**config.mk**
```make
export PLATFORM = sky130hd
export DESIGN_NAME = cpu_clk_ctrl
export DESIGN_NICKNAME = d
export VERILOG_FILES = /design/src/rtl/clk_ctrl_pkg.sv /design/src/rtl/clk_div_core.sv /design/src/rtl/cpu_clk_ctrl.sv
export SDC_FILE = /design/constraint.sdc
export NUM_CORES = 1
export LEC_CHECK = 0
export ABC_AREA = 1
export BUFFER_PORTS_ARGS = -buffer_cell sky130_fd_sc_hd__buf_2
export CORE_MARGIN = 1
export CORE_UTILIZATION = 60
export DETAILED_ROUTE_END_ITERATION = 8
export PLACE_DENSITY = 0.81
export RECOVER_POWER = 100
export SYNTH_ARGS = -nofsm -noshare
export SYNTH_HDL_FRONTEND = slang
export SYNTH_SLANG_ARGS = --single-unit
export TNS_END_PERCENT = 50
```
**constraint.sdc**
```tcl
create_clock -name I_CLK -period 2.8 [get_ports I_CLK]
set_input_delay 0.7 -clock I_CLK [delete_from_list [all_inputs] [get_ports I_CLK]]
set_output_delay 0.7 -clock I_CLK [all_outputs]
set_load 0.02 [all_outputs]
```
**src/rtl/clk_ctrl_pkg.sv**
```systemverilog
// Shared constants and state encoding for the CPU clock controller.
// The state values are visible on O_STATE, so their encoding is fixed.
package clk_ctrl_pkg;

  localparam int CLK_CNT_W   = 32;
  localparam int CLK_DEF_DIV = 4;
  localparam int CLK_CYC_W   = 32;

  typedef enum logic [1:0] {
    ST_HALT  = 2'd0,
    ST_RUN   = 2'd1,
    ST_STEP  = 2'd2,
    ST_DRAIN = 2'd3
  } state_t;

endpackage

```
**src/rtl/clk_div_core.sv**
```systemverilog
// Programmable half-period divider: holds the ratio, counts I_CLK cycles,
// toggles the divided clock and flags the rising/falling toggle edges.
module clk_div_core
  import clk_ctrl_pkg::*;
#(
  parameter int CNT_W   = CLK_CNT_W,
  parameter int DEF_DIV = CLK_DEF_DIV
) (
  input  logic             I_CLK,
  input  logic             rst,
  input  logic             enable,
  input  logic             restart,
  input  logic             load,
  input  logic [CNT_W-1:0] load_div,
  output logic             clk_out,
  output logic             clk_en,
  output logic             rise_tick,
  output logic             fall_tick
);

  localparam logic [CNT_W-1:0] CNT_ONE = CNT_W'(1);
  localparam logic [CNT_W-1:0] DIV_RST = (DEF_DIV == 0) ? CNT_W'(1) : CNT_W'(DEF_DIV);

  logic [CNT_W-1:0] cnt_reg, cnt_next;
  logic [CNT_W-1:0] div_reg, div_next;
  logic             clk_reg, clk_next;
  logic             en_reg;
  logic             terminal;
  logic             run_ok;

  // A ratio of zero would never reach terminal count, so it is clamped to 1.
  always_comb begin
    terminal  = (cnt_reg == (div_reg - CNT_ONE));
    run_ok    = enable && !restart;
    rise_tick = run_ok && terminal && !clk_reg;
    fall_tick = run_ok && terminal && clk_reg;
    div_next  = div_reg;
    if (load) begin
      div_next = (load_div == '0) ? CNT_ONE : load_div;
    end
    cnt_next = '0;
    clk_next = 1'b0;
    if (run_ok) begin
      if (terminal) begin
        cnt_next = '0;
        clk_next = ~clk_reg;
      end else begin
        cnt_next = cnt_reg + CNT_ONE;
        clk_next = clk_reg;
      end
    end
  end

  always_ff @(posedge I_CLK or negedge rst) begin
    if (!rst) begin
      cnt_reg <= '0;
      div_reg <= DIV_RST;
      clk_reg <= 1'b0;
      en_reg  <= 1'b0;
    end else begin
      cnt_reg <= cnt_next;
      div_reg <= div_next;
      clk_reg <= clk_next;
      en_reg  <= rise_tick;
    end
  end

  assign clk_out = clk_reg;
  assign clk_en  = en_reg;

endmodule

```
**src/rtl/cpu_clk_ctrl.sv**
```systemverilog
// Run/halt/single-step controller for the CPU clock. The divided clock
// always stops low; the ratio can only change while halted.
module cpu_clk_ctrl
  import clk_ctrl_pkg::*;
#(
  parameter int CNT_W   = CLK_CNT_W,
  parameter int DEF_DIV = CLK_DEF_DIV,
  parameter int CYC_W   = CLK_CYC_W
) (
  input  logic             I_CLK,
  input  logic             rst,
  input  logic             cfg_valid,
  input  logic [CNT_W-1:0] cfg_div,
  output logic             cfg_ready,
  input  logic             run_req,
  input  logic             halt_req,
  input  logic             step_req,
  output logic             O_CLK,
  output logic             O_CLK_EN,
  output logic [1:0]       O_STATE,
  output logic [CYC_W-1:0] O_CYCLES
);

  localparam logic [CYC_W-1:0] CYC_ONE = CYC_W'(1);

  state_t           state_reg, state_next;
  logic [CYC_W-1:0] cyc_reg, cyc_next;
  logic             restart;
  logic             cfg_load;
  logic             div_enable;
  logic             rise_tick;
  logic             fall_tick;

  assign cfg_ready  = (state_reg == ST_HALT);
  assign cfg_load   = cfg_valid && cfg_ready;
  assign div_enable = (state_reg != ST_HALT);

  clk_div_core #(
    .CNT_W   (CNT_W),
    .DEF_DIV (DEF_DIV)
  ) u_div (
    .I_CLK     (I_CLK),
    .rst       (rst),
    .enable    (div_enable),
    .restart   (restart),
    .load      (cfg_load),
    .load_div  (cfg_div),
    .clk_out   (O_CLK),
    .clk_en    (O_CLK_EN),
    .rise_tick (rise_tick),
    .fall_tick (fall_tick)
  );

  // In STEP the falling edge wins over a late halt_req so at most one rise is issued.
  always_comb begin
    state_next = state_reg;
    restart    = 1'b0;
    case (state_reg)
      ST_HALT: begin
        if (step_req) begin
          state_next = ST_STEP;
          restart    = 1'b1;
        end else if (run_req) begin
          state_next = ST_RUN;
          restart    = 1'b1;
        end
      end
      ST_RUN: begin
        if (halt_req) state_next = ST_DRAIN;
      end
      ST_STEP: begin
        if (fall_tick)     state_next = ST_HALT;
        else if (halt_req) state_next = ST_DRAIN;
      end
      ST_DRAIN: begin
        if (fall_tick) state_next = ST_HALT;
      end
      default: state_next = ST_HALT;
    endcase
  end

  always_comb begin
    cyc_next = cyc_reg;
    if (rise_tick) cyc_next = cyc_reg + CYC_ONE;
  end

  always_ff @(posedge I_CLK or negedge rst) begin
    if (!rst) begin
      state_reg <= ST_HALT;
      cyc_reg   <= '0;
    end else begin
      state_reg <= state_next;
      cyc_reg   <= cyc_next;
    end
  end

  assign O_STATE  = state_reg;
  assign O_CYCLES = cyc_reg;

endmodule

```
[After elaboration in Yosys (flattened, before gate mapping)]
Index checks and enable logic that the tools add are counted.
W data, S select, Z words.
Cells by class
  equality and inequality tests: 7
  mux-type cells: 14
  shifts and indexed selects: 0
  bitwise gates (word level): 1
  add/subtract/negate cells: 3
  order comparisons: 0
  reductions and logical operators: 11
  divide/modulo/power cells: 0
  $mul: 0
Operators with widths (number)
  $mux W32: 3
  $add A32 B1 Y32 const B: 2
  $eq A32 B32 Y1: 1
  $logic_not A32 Y1: 1
  $sub A32 B1 Y32 const B: 1
  $mux W2: 5
  $pmux W2 S4: 1
  $logic_and A1 B1 Y1: 5
  $mux W1: 5
  $eq A2 B2 Y1 const B: 2
  $ne A3 B1 Y1 const B: 1
  $eq A2 B1 Y1 const B: 1
  $logic_not A1 Y1: 2
  $logic_not A2 Y1: 1
  $ne A2 B1 Y1 const B: 1
  $ne A2 B2 Y1 const B: 1
  $reduce_and A2 Y1: 1
  $reduce_bool A2 Y1: 1
  $not A1 Y1: 1
Word-level totals
  register bits after elaboration: 100
  RAM bits: 0
  memory bits (read-only): 0
  bits in latches: 0
  memories: 0
  logic and storage cells: 42

[Logic depth before layout (Yosys ltp)]
  word-level depth: 9
  gate-level depth with buffers: 17

[Modules after synthesis]
From an unflattened synthesis, not the netlist that was laid out.
Unflattened totals
  cell total of the unflattened synthesis: 993
  area total of the unflattened synthesis: 6862.8 um^2
By module, submodules not included
  clk_div_core: area an instance 4894.7 um^2, times used 1, cells an instance 756
  cpu_clk_ctrl: area an instance 1968.1 um^2, times used 1, cells an instance 237

[Worst setup path before layout]
Ideal clock, no wire load.
  path kind: register to register
  from: reg u_div.div_reg[0]
  to: reg cyc_reg[19], in the netlist O_CYCLES[19]
  slack: 620 ps
  period minus slack after synthesis: 2180 ps
  required time: 2683 ps
  data arrival time: 2063 ps
  path buffers: 1
  stages on the path, launching flop included: 17
  path through: dfrtp_1 > inv_2 > ha_1 > nand2_2 > nor2_4 > nand2_4 > nor2_1 > nand2_1 > nand2_1 > nand2_1 > nor3_1 > nand2_1 > nor2_2 > nand4_4 > buf_6 > nand2_1 > nand2_1
Between the ends
  word-level cells in the longest chain between the ends: 4
Ends and longest elaborated chain
  start: declaration: RTL line clk_div_core.sv:25  | logic [CNT_W-1:0] div_reg, div_next;
  start signal: assignment: RTL line clk_div_core.sv:62  | div_reg <= div_next;
  $sub A32 B1 Y32: RTL line clk_div_core.sv:33  | terminal = (cnt_reg == (div_reg - CNT_ONE));
  $eq A32 B32 Y1: RTL line clk_div_core.sv:33
  $logic_and A1 B1 Y1 (2 in a row): RTL line clk_div_core.sv:35  | rise_tick = run_ok && terminal && !clk_reg;
  end signal: assignment: RTL line cpu_clk_ctrl.sv:93  | cyc_reg <= cyc_next;
  end: declaration: RTL line cpu_clk_ctrl.sv:27  | logic [CYC_W-1:0] cyc_reg, cyc_next;
No other way between the ends.
A chain may end at the register's enable or synchronous reset.

[Worst setup path in the final report]
  from: reg u_div.div_reg[0]
  to: reg u_div.cnt_reg[3]
Between the ends
  word-level cells in the longest chain between the ends: 4
Ends and longest elaborated chain
  $sub A32 B1 Y32: RTL line clk_div_core.sv:33
  $eq A32 B32 Y1: RTL line clk_div_core.sv:33
  $mux W32: RTL line clk_div_core.sv:44  | if (terminal) begin
  $mux W32: RTL line clk_div_core.sv:43  | if (run_ok) begin
  named net u_div.cnt_next[3]: RTL line clk_div_core.sv:24  | logic [CNT_W-1:0] cnt_reg, cnt_next;
  end signal: assignment: RTL line clk_div_core.sv:61  | cnt_reg <= cnt_next;
  end: declaration: RTL line clk_div_core.sv:24
The timed path passes the listed nets, and every way through them passes these cells.

==> impl_metrics.yaml <==
routing:
  route.met2.wl_um: 8190
  detailroute.via_count: 6748
  first_drt_iteration_drcs: 793
  remaining_drc_errors: 0
  post_drt_via_cell_ratio: 5.60
  drt_pre_antenna_iters: 5
  wl_per_cell_um: 16.3
  highest_layer: "met4"
  routed-wl-met3_um: 1860
  antenna_violating_nets_post_route: 0
  detail_route.wirelength_um: 19600
  routedLengthMet1_um: 9390
outcome:
  status: "finished with violations"
  failed_checks: "capacitance limit, slew limit"
clocking:
  insertion_delay_ns: 0.36
  ctsHoldBuffers: 0
  cts_setup_buffers: 0
  cts_root_buf: "clkbuf_16"
  cts_buffers: 9
  cts_tree: "built"
  cts.clk_slew.worst_paths_ns: 0.07
  cts_num_sinks: 100
  cts.path.max_buffers: 2
  clock_tree.htree_level_count: 3
yosys:
  syn_area_um2: 6920
  yosys.cell_types.count: 38
  syn-num-nets: 1020
  synth.yosys.seq_area_share: 0.362
  synthSimpleGateAreaFrac: 0.415
  yosys.area_share.adder: 0.00543
  share_of_the_synthesized_area_in_compound_gates_ao_oa_aoi_oai: 0.0259
  yosys-mux-area-fraction: 0.0179
  synth_cells: 979
  combinational_family_with_the_most_area_after_synthesis: "simple AND/OR/NAND/NOR gates"
  synth.avg_cell_area_um2: 7.06
  synth_warnings: 0
  xor_xnor_share_of_the_synthesized_area: 0.110
  postSynthRegisterBits: 100
power_and_ir_drop:
  power.clock.fraction: 0.205
  leakage_nw: 3.72
  switching_power_mw: 2.64
  power.ir.vdd_worst_uv: 652
  cellInternalPower_mw: 3.28
  power_switching_share: 0.446
  pwr_density_cell_nw_per_um2: 766
  power.combinational.fraction: 0.426
  sequentialPowerShare: 0.369
die:
  io_pins: 75
  std_cell_rows: 38
  die_width_um: 109
  core_region_area_um2: 11000
  die_height_um: 109
  design.die.area_um2: 12000
  start_util: 0.627
timing:
  final.min_clock_period_ns: 2.61
  timing_worst_slew_pin_value_ns: 1.69
  finClkSkew_ns: 0.0131
  final-setup-viol-count: 0
  drv_slew: 97
  timing.fmax_ghz: 0.384
  fin_ws_ns: 0.194
  slew-limit-headroom: -0.128
  timing_hold_violations_final: 0
  post-route-period-util: 0.931
  setup_total_negative_slack_ns: 0
worst_setup_path:
  timing.critical_path.fanout_max: 7
  cp.required_ns: 3.05
  crit_chain: "inv_2 > ha_1 > nand2_2 > nor2_4 > nand2_4 > o21bai_1 > nand2_1 > and3_1 > nand2_1 > nor2_2 > nand2_1 > nand2_1 > buf_4 > nor3b_1"
  cp_top_family: "simple AND/OR/NAND/NOR gates"
  critical_path_buf_inv_count: 2
  crit_start: "u_div.div_reg[0]"
  critical-path-slowest-cell: "dfrtp_1"
  critical_path_arrival_ns: 2.86
  worstSetupEndpointType: "flip-flop"
  timing.rr.start: "u_div.div_reg[0]"
  crit_path_kind: "flip-flop to flip-flop"
  critical_path_source_type: "flip-flop"
  critical_path.max_stage_delay_ns: 0.39
  timing.critical_path.mode_cell: "nand2_1"
grt:
  via_count_of_the_first_global_routing_pass: 6063
  grt_overflow: 0
  grt_antenna_before_repair: 0
  grt_max_degree: 63
  first_pass_grt_wire_length_um: 31500
  overall_routing_resource_usage: 0.352
layout:
  final_layout_size_suffix_gt1_frac: 0.106
  antennaDiodeCount: 0
  layout_commonest_cell: "nand2_1"
  finish.net_count: 1100
  area_growth_syn_to_layout_pct: 11.7
  layout.cells.most_common_list: "nand2_1 (299), nor2_1 (153), dfrtp_1 (99)"
flow_run:
  max-cap-violations: 2
placement:
  dpl_worst_slack_ns: 0.241
  gp_congestion: 1.00
  placement.io_buffers: 74
  dpl.hpwl_um: 15200
min_path:
  holdCritPathClass: "input pin to asynchronous set/reset pin"
-- cells by family after synthesis --
group / Yosys count
mux: 11
compound gates: 30
flops: 100
simple gates: 645
fa+ha+maj: 3
xor+xnor: 86
buf+inv: 104
-- routing by layer --
metal  track usage  vias to the layer above
li1              -                     3289
met1         0.544                     3144
met2         0.499                      289
met3        0.0800                       26
met4        0.0752                        0
met5             0                        -
-- area by class of cell --
type                            instances  area (µm²)
Clock buffer                           10         229
Fill cell                             992        3300
Sequential cell                       100        2500
Multi-Input combinational cell        775        3970
Clock inverter                          6        53.8
Tap cell                              140         175
Timing Repair Buffer                   90         480
Inverter                               83         312
-- cell usage after synthesis, drive strengths merged --
library cell | n | area, µm²
nor4 | 20 | 125
inv | 83 | 312
o21ai | 14 | 73.8
a21oi | 9 | 48.8
xor2 | 62 | 551
o211ai | 1 | 7.51
nand3 | 90 | 463
dfrtp | 99 | 2480
nor3 | 29 | 150
o21bai | 6 | 48.8
mux2 | 11 | 124
dfstp | 1 | 26.3
and3 | 1 | 6.26
xnor2 | 24 | 210
nor3b | 3 | 22.5
clkbuf | 10 | 37.5
nor2 | 171 | 733
nand2 | 306 | 1180
nand4 | 18 | 128
ha | 3 | 37.5
nand3b | 7 | 65.1
buf | 11 | 92.6
-- final timing paths --
check / to / slack (ns) / cells after the start
worst min-delay path: u_div.cnt_reg[8] / 0.20 / 1
worst max register to register: u_div.cnt_reg[3] / 0.19 / 14
min in group I_CLK: u_div.div_reg[2] / 0.50 / 2
worst min register to register: u_div.div_reg[2] / 0.50 / 2
max in group asynchronous: O_CYCLES[29] / 0.71 / 2
worst max-delay path: u_div.cnt_reg[3] / 0.19 / 14
-- what timing repair did --
item / in CTS / in global routing
resized for setup: 0 / 1
endpoints found under the hold margin: 0 / 0
endpoints found under the setup margin: 0 / 34
-- power groups by stage --
| stage | clock network, mW | registers (mW) | logic [mW] |
|---|---|---|---|
| 6_report | 1.21 | 2.19 | 2.52 |
| 4_1_cts | 1.24 | 2.18 | 2.49 |
| 3_3_place_gp | 0 | 2.19 | 2.44 |
| 5_1_grt | 1.28 | 2.22 | 2.85 |
| 3_5_place_dp | 0 | 2.19 | 2.47 |
| 2_1_floorplan | 0 | 2.08 | 1.90 |
-- stage by stage --
stage	cells	power (mW)	hold slack (ns)	utilization	instance area (µm²)
after floorplan	979	3.98	0.404	-	6920
after global placement	1188	4.63	0.492	0.682	7520
after detailed placement	1188	4.66	0.491	0.682	7520
after CTS	1204	5.90	0.137	0.707	7800
after global routing	1204	6.35	0.227	0.700	7730
final	1204	5.92	0.204	0.700	7730
(Power assumes the default switching activity.)
